**src/rtl/clos_alloc.sv**
```systemverilog
// Path allocator for the 5-port Clos switch: round-robin request selection, CM search and release.
// Optional statistics outputs (blk, blk_cnt) are enabled by defining CLOS_ALLOC_STAT_EN.
module clos_alloc #(
    parameter int MN = 2,
    parameter int NN = 2
) (
    input  logic                       clk,
    input  logic                       rst_n,
    input  logic [4:0][NN-1:0]         req,
    input  logic [4:0][NN-1:0][2:0]    req_dir,
    output logic [4:0][NN-1:0]         gnt,
    output logic [4:0][NN-1:0]         nack,
    input  logic [4:0][NN-1:0]         rel,
    output logic [4:0][MN-1:0][NN-1:0] imcfg,
    output logic [MN-1:0][1:0]         scfg,
    output logic [MN-1:0][1:0]         ncfg,
    output logic [MN-1:0][3:0]         wcfg,
    output logic [MN-1:0][3:0]         ecfg,
    output logic [MN-1:0][3:0]         lcfg
`ifdef CLOS_ALLOC_STAT_EN
    ,
    output logic [15:0]                blk_cnt,
    output logic                       blk
`endif
);
    localparam int NF  = 5 * NN;
    localparam int PW  = $clog2(NF);
    localparam int CMW = (MN > 1) ? $clog2(MN) : 1;
    localparam int VW  = (NN > 1) ? $clog2(NN) : 1;

    typedef enum logic {IDLE, SRCH} state_e;

    typedef struct packed {
        logic       legal;
        logic [3:0] pos;
    } cfg_pos_t;

    // Each CM keeps one 16-bit word: S[1:0], W[5:2], N[7:6], E[11:8], L[15:12].
    function automatic cfg_pos_t cfg_pos(input logic [2:0] src, input logic [2:0] dst);
        cfg_pos = '0;
        case (dst)
            3'd0: case (src) 3'd2: cfg_pos = {1'b1, 4'd0};  3'd4: cfg_pos = {1'b1, 4'd1};
                             default: cfg_pos = '0; endcase
            3'd1: case (src) 3'd0: cfg_pos = {1'b1, 4'd2};  3'd2: cfg_pos = {1'b1, 4'd3};
                             3'd3: cfg_pos = {1'b1, 4'd4};  3'd4: cfg_pos = {1'b1, 4'd5};
                             default: cfg_pos = '0; endcase
            3'd2: case (src) 3'd0: cfg_pos = {1'b1, 4'd6};  3'd4: cfg_pos = {1'b1, 4'd7};
                             default: cfg_pos = '0; endcase
            3'd3: case (src) 3'd0: cfg_pos = {1'b1, 4'd8};  3'd1: cfg_pos = {1'b1, 4'd9};
                             3'd2: cfg_pos = {1'b1, 4'd10}; 3'd4: cfg_pos = {1'b1, 4'd11};
                             default: cfg_pos = '0; endcase
            3'd4: case (src) 3'd0: cfg_pos = {1'b1, 4'd12}; 3'd1: cfg_pos = {1'b1, 4'd13};
                             3'd2: cfg_pos = {1'b1, 4'd14}; 3'd3: cfg_pos = {1'b1, 4'd15};
                             default: cfg_pos = '0; endcase
            default: cfg_pos = '0;
        endcase
    endfunction

    function automatic logic [15:0] dst_mask(input logic [2:0] dst);
        case (dst)
            3'd0:    dst_mask = 16'h0003;
            3'd1:    dst_mask = 16'h003C;
            3'd2:    dst_mask = 16'h00C0;
            3'd3:    dst_mask = 16'h0F00;
            3'd4:    dst_mask = 16'hF000;
            default: dst_mask = 16'h0000;
        endcase
    endfunction

    logic [NF-1:0]              req_f, rel_f;
    logic [NF-1:0][2:0]         dir_f;

    state_e                     state_q, state_d;
    logic [PW-1:0]              ptr_q, ptr_d, sel_q, sel_d;
    logic [2:0]                 sel_p_q, sel_p_d, sel_dir_q, sel_dir_d;
    logic [VW-1:0]              sel_v_q, sel_v_d;
    logic [NF-1:0]              alloc_v_q, alloc_v_d;
    logic [NF-1:0][CMW-1:0]     alloc_cm_q, alloc_cm_d;
    logic [NF-1:0][2:0]         alloc_dir_q, alloc_dir_d;
    logic [4:0][MN-1:0][NN-1:0] imcfg_q, imcfg_d;
    logic [MN-1:0][15:0]        cm_q, cm_d;
    logic [NF-1:0]              gnt_q, gnt_d, nack_q, nack_d;

    cfg_pos_t                   sel_pos;
    logic                       found;
    logic [CMW-1:0]             pick;

    assign req_f = req;
    assign rel_f = rel;
    assign dir_f = req_dir;

    // IM and CM occupancy are read straight from the configuration, so they cannot drift apart.
    always_comb begin
        sel_pos = cfg_pos(sel_p_q, sel_dir_q);
        found   = 1'b0;
        pick    = '0;
        for (int m = MN - 1; m >= 0; m--) begin
            if (!(|imcfg_q[sel_p_q][m]) && ((cm_q[m] & dst_mask(sel_dir_q)) == 16'h0000)) begin
                found = 1'b1;
                pick  = CMW'(m);
            end
        end
    end

    always_comb begin
        logic [PW:0]   cand;
        logic [PW-1:0] idx;
        logic          hit;
        cfg_pos_t      rp;
        // NOTE: every variable gets a default before any branch so no latch is inferred.
        state_d     = state_q;
        ptr_d       = ptr_q;
        sel_d       = sel_q;
        sel_p_d     = sel_p_q;
        sel_v_d     = sel_v_q;
        sel_dir_d   = sel_dir_q;
        alloc_v_d   = alloc_v_q;
        alloc_cm_d  = alloc_cm_q;
        alloc_dir_d = alloc_dir_q;
        imcfg_d     = imcfg_q;
        cm_d        = cm_q;
        gnt_d       = '0;
        nack_d      = '0;
        cand        = '0;
        idx         = '0;
        hit         = 1'b0;
        rp          = '0;

        for (int f = 0; f < NF; f++) begin
            if (rel_f[f] && alloc_v_q[f]) begin
                rp = cfg_pos(3'(f / NN), alloc_dir_q[f]);
                imcfg_d[f / NN][alloc_cm_q[f]][f % NN] = 1'b0;
                cm_d[alloc_cm_q[f]][rp.pos]            = 1'b0;
                alloc_v_d[f]                           = 1'b0;
            end
        end

        case (state_q)
            IDLE: begin
                for (int i = 0; i < NF; i++) begin
                    cand = {1'b0, ptr_q} + (PW + 1)'(i);
                    if (cand >= (PW + 1)'(NF)) cand = cand - (PW + 1)'(NF);
                    idx = cand[PW-1:0];
                    if (!hit && req_f[idx] && !alloc_v_q[idx]) begin
                        hit       = 1'b1;
                        sel_d     = idx;
                        sel_p_d   = 3'(int'(idx) / NN);
                        sel_v_d   = VW'(int'(idx) % NN);
                        sel_dir_d = dir_f[idx];
                    end
                end
                if (hit) state_d = SRCH;
            end
            SRCH: begin
                state_d = IDLE;
                ptr_d   = (sel_q == PW'(NF - 1)) ? '0 : sel_q + 1'b1;
                if (req_f[sel_q]) begin
                    if (!sel_pos.legal) begin
                        nack_d[sel_q] = 1'b1;
                    end else if (found) begin
                        imcfg_d[sel_p_q][pick][sel_v_q] = 1'b1;
                        cm_d[pick][sel_pos.pos]         = 1'b1;
                        alloc_v_d[sel_q]                = 1'b1;
                        alloc_cm_d[sel_q]               = pick;
                        alloc_dir_d[sel_q]              = sel_dir_q;
                        gnt_d[sel_q]                    = 1'b1;
                    end
                end
            end
            default: state_d = IDLE;
        endcase
    end

    // NOTE: configuration and allocation arrays are plain flops and must all be cleared by reset.
    always_ff @(posedge clk) begin
        if (!rst_n) begin
            state_q     <= IDLE;
            ptr_q       <= '0;
            sel_q       <= '0;
            sel_p_q     <= '0;
            sel_v_q     <= '0;
            sel_dir_q   <= '0;
            alloc_v_q   <= '0;
            alloc_cm_q  <= '0;
            alloc_dir_q <= '0;
            imcfg_q     <= '0;
            cm_q        <= '0;
            gnt_q       <= '0;
            nack_q      <= '0;
        end else begin
            state_q     <= state_d;
            ptr_q       <= ptr_d;
            sel_q       <= sel_d;
            sel_p_q     <= sel_p_d;
            sel_v_q     <= sel_v_d;
            sel_dir_q   <= sel_dir_d;
            alloc_v_q   <= alloc_v_d;
            alloc_cm_q  <= alloc_cm_d;
            alloc_dir_q <= alloc_dir_d;
            imcfg_q     <= imcfg_d;
            cm_q        <= cm_d;
            gnt_q       <= gnt_d;
            nack_q      <= nack_d;
        end
    end

    assign gnt   = gnt_q;
    assign nack  = nack_q;
    assign imcfg = imcfg_q;

    always_comb begin
        for (int m = 0; m < MN; m++) begin
            scfg[m] = cm_q[m][1:0];
            wcfg[m] = cm_q[m][5:2];
            ncfg[m] = cm_q[m][7:6];
            ecfg[m] = cm_q[m][11:8];
            lcfg[m] = cm_q[m][15:12];
        end
    end

`ifdef CLOS_ALLOC_STAT_EN
    logic        blocked;
    logic        blk_q;
    logic [15:0] blk_cnt_q, blk_cnt_d;

    assign blocked   = (state_q == SRCH) && req_f[sel_q] && sel_pos.legal && !found;
    assign blk_cnt_d = (blocked && (blk_cnt_q != 16'hFFFF)) ? blk_cnt_q + 16'd1 : blk_cnt_q;

    always_ff @(posedge clk) begin
        if (!rst_n) begin
            blk_q     <= 1'b0;
            blk_cnt_q <= '0;
        end else begin
            blk_q     <= blocked;
            blk_cnt_q <= blk_cnt_d;
        end
    end

    assign blk     = blk_q;
    assign blk_cnt = blk_cnt_q;
`endif

endmodule

```
**config.mk**
```make
export PLATFORM = sky130hd
export DESIGN_NAME = clos_alloc
export DESIGN_NICKNAME = d
export VERILOG_FILES = /design/src/rtl/clos_alloc.sv
export SDC_FILE = /design/constraint.sdc
export NUM_CORES = 1
export LEC_CHECK = 0
export CAP_MARGIN = 20
export CORE_MARGIN = 5
export CORE_UTILIZATION = 46
export CTS_CLUSTER_DIAMETER = 120
export DETAILED_ROUTE_END_ITERATION = 8
export PLACE_DENSITY = 0.69
export SYNTH_ARGS = -nofsm -noshare
export SYNTH_HDL_FRONTEND = slang
export SYNTH_SLANG_ARGS = --single-unit
```
**constraint.sdc**
```tcl
create_clock -name clk -period 7.2 [get_ports clk]
set_clock_uncertainty 0.15 [all_clocks]
set_input_delay 1.44 -clock clk [delete_from_list [all_inputs] [get_ports clk]]
set_output_delay 1.44 -clock clk [all_outputs]
set_load 0.01 [all_outputs]
```
==> results of run 1 <==
[worst reg2reg max path: stages (launching register included)]
cell       delay (ps)
dfxtp_1           320
inv_2             250
ha_1              460
inv_2             410
ha_1              410
a21boi_1          230
a21boi_2          390
or4_1             180
a32oi_1           110
o2bb2ai_1         860
o2111ai_2         330
or4b_4            740
nor2_4            220
a2111oi_0          80
or4_1             540
a31oi_1           140
[area by class of cell]
cell class	instances	area [sq um]	share of cell area [%]
clock inverters	14	159	1.20
clock buffers	18	439	3.33
multi-input cells	1175	7970	60.4
well taps	324	405	3.07
repair buffers	148	1420	10.7
flip-flops and latches	134	2690	20.3
inverters	33	126	0.957
[registers in the layout, indices dropped and copies added (netlist names), 4 cells and up]
signal       count
alloc_v_q       10
lcfg             8
ecfg             8
ptr_q            4
alloc_cm_q      10
nack            10
gnt             10
imcfg           20
wcfg             8
ncfg             4
sel_q            4
alloc_dir_q     30
scfg             4
[stage by stage]
stage	hold slack (ps)	instances
2_1_floorplan	295	1426
3_3_place_gp	307	1814
3_5_place_dp	319	1814
4_1_cts	327	1846
5_1_grt	353	1846
6_report	329	1846
[routing by layer]
| layer | GRT usage, % | vias to the layer above | part of all wire, % |
|---|---|---|---|
| met2 | 47.4 | 745 | 43 |
| met5 | 0 | - | 0 |
| met3 | 7.15 | 115 | 9.8 |
| met1 | 44.4 | 5883 | 43 |
| met4 | 13.8 | 0 | 4.8 |
| li1 | - | 5528 | - |
[cell families (layout without fill, tap and decap cells)]
kind of cell	after synthesis	count (layout)	share of synthesized area, %
multiplexers	122	122	15.1
flip-flops	134	134	24.1
buffers and inverters	117	213	4.39
AND/OR/NAND/NOR	623	623	27.7
AO/OA/AOI/OAI	385	385	23.8
adder cells (fa/ha/maj)	23	23	2.65
XOR/XNOR	22	22	2.17
[power by group]
group,total [mW],internal [mW],switching (mW)
Sequential,0.840,0.776,0.0632
Combinational,2.70,0.937,1.76
Clock,0.898,0.502,0.396
[layout by cell type (no fill, tap or decap), drive strengths merged, types with 8 or more instances in the layout]
cell type      synthesis  layout
nor4                  20      20
o211ai                15      15
and2                  19      19
nand4                 17      17
mux4                  35      35
clkbuf                60      18
a22oi                 24      24
o31ai                  9       9
or2                    9       9
a2111oi               10      10
dfxtp                134     134
xnor2                 16      16
nand2b                29      29
and3                  22      22
nor3                  48      48
mux2i                 67      67
buf                   24      25
o21ai                 68      68
clkdlybuf4s50          0     123
a32oi                 15      15
nor2b                 18      18
inv                   32      40
o22ai                 18      18
mux2                  20      20
a31oi                 23      23
nand3                 49      49
and3b                  8       8
nor2                 203     203
a211oi                21      21
nand2                126     126
ha                    22      22
a211o                 10      10
a21oi                 95      95
nor3b                 22      22
[worst paths after layout]
path                                    from                          to  slack, ps  cells after the start
setup / recovery       ptr_q[1]$_SDFFE_PN0P_       sel_q[2]$_SDFFE_PN0P_       1330                     15
hold / removal    alloc_cm_q[5]$_SDFFE_PN0P_  alloc_cm_q[5]$_SDFFE_PN0P_        330                      2
setup reg to reg       ptr_q[1]$_SDFFE_PN0P_       sel_q[2]$_SDFFE_PN0P_       1330                     15
hold reg to reg   alloc_cm_q[5]$_SDFFE_PN0P_  alloc_cm_q[5]$_SDFFE_PN0P_        330                      2
==> impl_metrics.csv, run 1 <==
group,metric,value,unit
clocking,cts.clk_slew.worst_paths,70,ps
final_layout,area_growth,18.5,%
clocking,cts_tree,"done",
timing,hold_viol_final,0,
power_and_ir_drop,ir_drop,195,uV
floorplan,die_y,166,um
final_layout,fillCellCount,2357,
synth,synth_ff_type,"dfxtp_1",
clocking,cts_max_level,4,
grt,antenna_found_initial,0,
drt,drc,0,
placement,port-buffer-count,123,
floorplan,start_util,46.2,%
setup_path,crit_slowest_cell,"o2bb2ai_1",
synth,netlist.top_cell.by_area,"dfxtp_1",
setup_path,critPathKind,"flop to flop",
outcome,status,"finished, final reports clean",
grt,grt_max_degree,72,
timing,tns,0,ps
setup_path,cp_top_family,"compound AO/OA/AOI/OAI gates",
synth,synth_nets,1501,
synth,synth_top_area_share,24.1,%
drt,avgViaCountPerCell,6.65,
clocking,cts_buffers,17,
timing,max_freq,0.170,GHz
setup_path,cp_max_fo,20,
final_layout,stdcell_area,13200,sq um
synth,synth_area_leaders,"dfxtp_1 (24%), mux4_2 (7.1%), nor2_1 (6.7%)",
power_and_ir_drop,p_leak,4.80,nW
synth,synth_cells,1426,
final_layout,drive_above_1_share,10.2,%
synth,synth-seq-cells,134,
synth,netlist_top_cells_count,"nor2_1 (199), dfxtp_1 (134), nand2_1 (126)",
grt,groute.usage.overall,31.9,%
drt,drt_iter0_drc,1626,
grt,grt_pass1_vias,11200,
timing,relSlewSlack,28.9,%
power_and_ir_drop,total_power,4.43,mW
synth,yosys.cell_types.count,98,
timing,fin_ws,1330,ps
floorplan,die_area,27400,sq um
placement,post-place-ws,1350,ps
setup_path,worst_ep_arrival_time,6080,ps
placement,place_congestion,1.03,
final_layout,n_antenna_cell,0,
placement,hpwl,34900,um
synth,syn-cell-area,11100,sq um
placement,placed_cell_area,12600,sq um
final_layout,final_nets,1584,
synth,yosysSeqAreaShare,24.1,%
timing,tightest_slew,1060,ps
clocking,clkLatencyLatePin,430,ps
run,drv_cap,0,
synth,avgSynthCellArea,7.81,sq um
clocking,hold_buffers,0,
timing,post-route-period-util,81.6,%
floorplan,core-area,24100,sq um
synth,synth_edf_count,0,
drt,routed_wl,46000,um
drt,vias,12300,
clocking,cts_sinks,134,
final_layout,fin_util,54.8,%
synth,synth-async-reset-ratio,0,%
grt,overflow,0,
timing,setup_viol,0,
setup_path,start_kind,"flop",
clocking,cts_setup_buffers,0,
setup_path,path_cells,"inv_2 -> ha_1 -> inv_2 -> ha_1 -> a21boi_1 -> a21boi_2 -> or4_1 -> a32oi_1 -> o2bb2ai_1 -> o2111ai_2 -> or4b_4 -> nor2_4 -> a2111oi_0 -> or4_1 -> a31oi_1",
drt,firstDrtPassIters,8,
drt,drtAntennaViolNets,0,
timing,fin_crit,5870,ps
floorplan,rows,57,
synth,yosysWarningCount,0,
timing,slew_violations,0,
setup_path,crit_path_end_kind,"flop",
setup_path,cp_slowest_stage_delay,860,ps
floorplan,fp.dieW,166,um
worst_hold_path,hp-class,"flop to flop",
drt,post_drt_wl_per_cell,24.9,um
timing,rsz0062_at_grt,"false",
clocking,root_buffer,"clkbuf_16",
grt,grt_pass1_wl,69200,um
synth,yosysMostFrequentCell,"nor2_1",
setup_path,required,7410,ps
power_and_ir_drop,p_per_area,336,nW/um^2
floorplan,num_io_pins,124,
clocking,clk_path_buf_depth,2,
clocking,postCtsResizedCells,0,
setup_path,crit_buf_inv,2,
No activity file was read; power rests on OpenSTA's default activity.
==> run 2, diff against run 1 <==
Clock period 7.2 ns to 5.45 ns, I/O delays scaled along.
==> run 2 against run 1 <==
Routed wire length is 3.0% lower. Fmax is 21% higher. Clock power is 29% higher. Cell count is 1.6% higher. First-iteration DRC count is 6.0% lower. Non-clock buffer count is 30 higher. Sequential power is 36% higher. Sequential share of layout area is 0.32 points lower. Critical path type unchanged. Largest power group unchanged.
==> impl_metrics.csv, run 2 (synthesis results as in run 1) <==
group,metric,value,unit
outcome,status,"finished, final reports clean",
power_and_ir_drop,p_sw,2.92,mW
grt,overflow,0,
timing,rsz0062_at_grt,"false",
setup_path,crit_path_end_kind,"flop",
setup_path,crit_slowest_cell,"or4b_4",
timing,fin_ws,596,ps
final_layout,drive_above_1_share,12.0,%
timing,relSlewSlack,32.9,%
setup_path,path_cells,"inv_2 -> buf_4 -> ha_1 -> ha_1 -> nand3_1 -> nor2_1 -> o21ai_0 -> o22a_1 -> o2111ai_2 -> or4b_4 -> nor2_4 -> a2111oi_0 -> or4_1 -> a31oi_1",
clocking,clk_path_buf_depth,2,
power_and_ir_drop,p_leak,4.94,nW
final_layout,layout_common_cells,"nor2_1 (199), dfxtp_1 (133), nand2_1 (126)",
drt,firstDrtPassIters,6,
floorplan,num_io_pins,124,
setup_path,cp_slowest_stage_delay,690,ps
power_and_ir_drop,p_seq_share,19.3,%
final_layout,final_common_cell,"nor2_1",
drt,routed_wl,44600,um
setup_path,critPathKind,"flop to flop",
timing,fin_crit,4850,ps
clocking,hold_buffers,0,
clocking,root_buffer,"clkbuf_16",
placement,port-buffer-count,123,
grt,antenna_found_initial,0,
setup_path,start_kind,"flop",
power_and_ir_drop,p_per_area,440,nW/um^2
drt,drc,0,
placement,place_congestion,1.04,
floorplan,die_area,27400,sq um
timing,post-route-period-util,89.1,%
power_and_ir_drop,swShare,49.4,%
drt,post_drt_wl_per_cell,23.8,um
clocking,clkLatencyLatePin,430,ps
grt,grt_pass1_wl,68800,um
clocking,cts_buffers,17,
timing,hold_viol_final,0,
final_layout,fillCellCount,2324,
floorplan,fp.dieW,166,um
timing,tns,0,ps
clocking,cts.clk_slew.worst_paths,70,ps
grt,grt_max_degree,48,
final_layout,largest_reg_flops,30,
worst_hold_path,hp-class,"flop to flop",
setup_path,cp_top_family,"simple AND/OR/NAND/NOR gates",
final_layout,regMostFlops,"alloc_dir_q",
timing,tightest_slew,979,ps
grt,groute.usage.overall,31.3,%
drt,avgViaCountPerCell,6.55,
final_layout,area_growth,20.4,%
floorplan,die_y,166,um
floorplan,start_util,46.2,%
clocking,cts_sinks,134,
clocking,postCtsResizedCells,0,
power_and_ir_drop,combPwrFrac,61.1,%
setup_path,cp_common_cell,"ha_1",
clocking,cts_tree,"done",
placement,post-place-ws,459,ps
setup_path,required,5660,ps
grt,grt_pass1_vias,11400,
drt,vias,12300,
setup_path,crit_buf_inv,2,
power_and_ir_drop,internal_power,2.99,mW
floorplan,rows,57,
setup_path,reg2reg_slack,600,ps
timing,slew_violations,0,
final_layout,n_antenna_cell,0,
floorplan,core-area,24100,sq um
setup_path,worst_ep_arrival_time,5060,ps
drt,drtAntennaViolNets,0,
setup_path,cp_max_fo,13,
placement,hpwl,34400,um
drt,drt_iter0_drc,1529,
timing,max_freq,0.206,GHz
clocking,cts_max_level,4,
final_layout,final_nets,1614,
run,drv_cap,0,
power_and_ir_drop,ir_drop,247,uV
power_and_ir_drop,p_clk_share,19.6,%
timing,setup_viol,0,
clocking,cts_setup_buffers,0,
run 2: cell types whose count changed in the layout (fill, tap and decap cells not counted), sizes merged:
| cell | delta |
|---|---|
| clkbuf | -1 |
| clkinv | +1 |
| bufinv | -1 |
| clkinvlp | -1 |
| buf | +30 |
| inv | +2 |
run 2: per-layer routing:
metal / up-vias / GRT usage, % / wire [um]
met5: - / 0 / 0
met4: 0 / 11.0 / 1690
met3: 100 / 5.82 / 4240
met2: 691 / 48.2 / 19700
met1: 5903 / 44.0 / 19000
li1: 5598 / - / -
run 2: stage by stage:
stage | util (%) | total power [mW] | area [sq um] | hold slack [ps] | instances
after detailed placement | 53.2 | 4.65 | 12800 | 318 | 1844
after floorplan | - | 3.49 | 11100 | 295 | 1426
final | 55.6 | 5.91 | 13400 | 331 | 1876
after global routing | 55.6 | 6.18 | 13400 | 337 | 1876
after global placement | 53.2 | 4.64 | 12800 | 306 | 1844
after CTS | 55.6 | 5.80 | 13400 | 326 | 1876
run 2: cell type report:
cell class                 count  area, sq um  share of cell area [%]
sequential                   134         2690                    20.0
inverter                      33          126                   0.942
timing repair buffer         178         1640                    12.3
multi-input combinational   1175         7970                    59.4
clock buffer                  17          425                    3.17
tap                          324          405                    3.02
clock inverter                15          156                    1.17
run 2: worst paths after layout:
check / startpoint / to / depth (start not counted)
worst max-delay path: ptr_q[1]$_SDFFE_PN0P_ / sel_q[2]$_SDFFE_PN0P_ / 14
worst min-delay path: alloc_dir_q[11]$_SDFFE_PN0P_ / alloc_dir_q[11]$_SDFFE_PN0P_ / 2
worst max register to register: ptr_q[1]$_SDFFE_PN0P_ / sel_q[2]$_SDFFE_PN0P_ / 14
worst min register to register: alloc_dir_q[11]$_SDFFE_PN0P_ / alloc_dir_q[11]$_SDFFE_PN0P_ / 2
run 2: power groups by stage:
| stage | sequential [mW] | combinational, mW | clock, mW |
|---|---|---|---|
| after floorplan | 1.09 | 2.40 | 0 |
| after global placement | 1.15 | 3.49 | 0 |
| after detailed placement | 1.16 | 3.49 | 0 |
| after CTS | 1.13 | 3.51 | 1.15 |
| after global routing | 1.15 | 3.83 | 1.20 |
| final | 1.14 | 3.61 | 1.16 |
run 2: worst reg2reg max path, stage by stage, from the launching register on:
cell and delay (ps):
dfxtp_1 570, inv_2 170, buf_4 220, ha_1 220
ha_1 500, nand3_1 180, nor2_1 50, o21ai_0 560
o22a_1 340, o2111ai_2 160, or4b_4 690, nor2_4 230
a2111oi_0 80, or4_1 540, a31oi_1 140
==> run 3, diff against run 2 <==
Settings changed: CORE_MARGIN 5 to unset.
==> run 3 against run 2 <==
Cell area decreased by 0.14%. Clock power grew 5%. Core utilization rose by 1.1 points. Die area is 9.4% lower. Sequential power about the same. Count of clock-buffer cells in the layout unchanged. Non-clock buffer count shrank 6. Via count shrank 0.55%. Critical path type unchanged. Largest power group unchanged.
==> impl_metrics.csv, run 3 (synthesis results as in run 1) <==
group,metric,value,unit
setup_path,crit_path_start,"ptr_q[2]$_SDFFE_PN0P_",
final_layout,multi_input_area,7970,sq um
grt,overflow,0,
worst_hold_path,holdCritStartpoint,"alloc_dir_q[10]$_SDFFE_PN0P_",
timing,rsz0062_at_grt,"false",
setup_path,worst_ep_arrival_time,5130,ps
floorplan,die_y,158,um
timing,setup_viol,0,
clocking,clk_path_buf_depth,2,
timing,whs,323,ps
worst_hold_path,whs_path_depth,2,
final_layout,fin_cells,1865,
worst_hold_path,hp-class,"flop to flop",
grt,antenna_found_initial,0,
setup_path,reg2reg_depth,13,
final_layout,layout_common_cells,"nor2_1 (199), dfxtp_1 (133), nand2_1 (126)",
final_layout,fin_util,56.7,%
timing,fin_ws,537,ps
floorplan,core-area,23600,sq um
drt,routed_wl,43800,um
clocking,hold_buffers,0,
timing,relSlewSlack,28.7,%
grt,groute.usage.overall,35.3,%
setup_path,crit_path_end,"sel_q[2]$_SDFFE_PN0P_",
outcome,status,"finished, final reports clean",
final_layout,regArea,2690,sq um
placement,placed_cell_area,12800,sq um
grt,grt_pass1_vias,10800,
final_layout,area_growth,20.2,%
setup_path,critPathKind,"flop to flop",
drt,firstDrtPassIters,5,
clocking,postCtsResizedCells,0,
final_layout,final_nets,1608,
drt,post_drt_wl_per_cell,23.5,um
drt,drc,0,
floorplan,rows,56,
setup_path,required,5660,ps
drt,drt_iter0_drc,1706,
final_layout,drive_above_1_share,11.6,%
drt,vias,12200,
power_and_ir_drop,total_power,5.96,mW
drt,drtAntennaViolNets,0,
clocking,cts_sinks,134,
floorplan,start_util,47.2,%
floorplan,die_area,24800,sq um
timing,max_freq,0.204,GHz
clocking,cts_setup_buffers,0,
run,drv_cap,0,
clocking,cts_tree,"done",
final_layout,n_antenna_cell,0,
timing,tightest_slew,1040,ps
clocking,root_buffer,"clkbuf_16",
timing,tns,0,ps
placement,port-buffer-count,123,
timing,post-route-period-util,90.1,%
placement,placed_cells,1833,
floorplan,fp.dieW,158,um
clocking,cts_buffers,17,
grt,grt_max_degree,72,
timing,fin_crit,4910,ps
placement,post-place-ws,275,ps
final_layout,final_common_cell,"nor2_1",
final_layout,fillCellCount,2251,
power_and_ir_drop,p_per_area,445,nW/um^2
clocking,cts_max_level,4,
setup_path,reg2reg_to,"sel_q[2]$_SDFFE_PN0P_",
final_layout,regMostFlops,"alloc_dir_q",
setup_path,start_kind,"flop",
setup_path,crit_path_end_kind,"flop",
clocking,clkLatencyLatePin,430,ps
placement,place_congestion,1.07,
clocking,cts.clk_slew.worst_paths,70,ps
power_and_ir_drop,p_leak,4.92,nW
grt,grt_pass1_wl,66000,um
placement,hpwl,33700,um
drt,avgViaCountPerCell,6.55,
timing,hold_viol_final,0,
timing,slew_violations,0,
setup_path,worstReg2RegStart,"ptr_q[2]$_SDFFE_PN0P_",
setup_path,reg2reg_slack,540,ps
final_layout,stdcell_area,13400,sq um
power_and_ir_drop,ir_drop,189,uV
setup_path,cp_max_fo,12,
floorplan,num_io_pins,124,
final_layout,largest_reg_flops,30,
## run 3: cell types whose count changed in the layout (fill, tap and decap cells not counted)
cell | before | now
clkinvlp_4 | 1 | 2
bufinv_16 | 0 | 3
clkinv_4 | 1 | 2
clkinv_8 | 2 | 0
inv_6 | 4 | 7
inv_8 | 6 | 0
buf_4 | 55 | 49
## run 3: routing by layer
| metal | wire length [um] | part of all wire (%) | up-vias | GRT usage [%] |
|---|---|---|---|---|
| li1 | - | - | 5574 | - |
| met1 | 20100 | 46 | 5877 | 53.4 |
| met2 | 18100 | 41 | 709 | 50.8 |
| met3 | 4730 | 11 | 64 | 6.76 |
| met5 | 0 | 0 | - | 0 |
| met4 | 854 | 2.0 | 0 | 8.18 |
## run 3: area by class of cell
cell class	instances	share of cell area, %
clock buffer	17	3.18
clock inverter	15	1.41
inverter	33	0.943
multi-input combinational	1175	59.5
sequential	134	20.1
tap	319	2.98
timing repair buffer	172	11.9
## run 3: worst min path at each step
stage,to
final,alloc_dir_q[10]$_SDFFE_PN0P_
after global routing,alloc_cm_q[9]$_SDFFE_PN0P_
after CTS,alloc_dir_q[10]$_SDFFE_PN0P_
after detailed placement,alloc_dir_q[10]$_SDFFE_PN0P_
after global placement,alloc_dir_q[9]$_SDFFE_PN0P_
after floorplan,alloc_dir_q[11]$_SDFFE_PN0P_
## run 3: critical path, stage by stage, from the launching register on
cell and delay (ps):
dfxtp_1 570, inv_1 220, ha_1 340, a21oi_1 250, and2_1 290, nor2_1 70
o21ai_0 610, o22a_1 350, o2111ai_2 280, or4b_4 740, nor2_4 220, a2111oi_0 80
or4_1 530, a31oi_1 130
## run 3: power breakdown
part | switching (mW) | total, mW | internal (mW) | leakage [nW]
clock | 0.488 | 1.22 | 0.730 | 0.296
sequential | 0.147 | 1.17 | 1.03 | 1.08
combinational | 2.25 | 3.57 | 1.31 | 3.54
total | 2.89 | 5.96 | 3.07 | 4.92
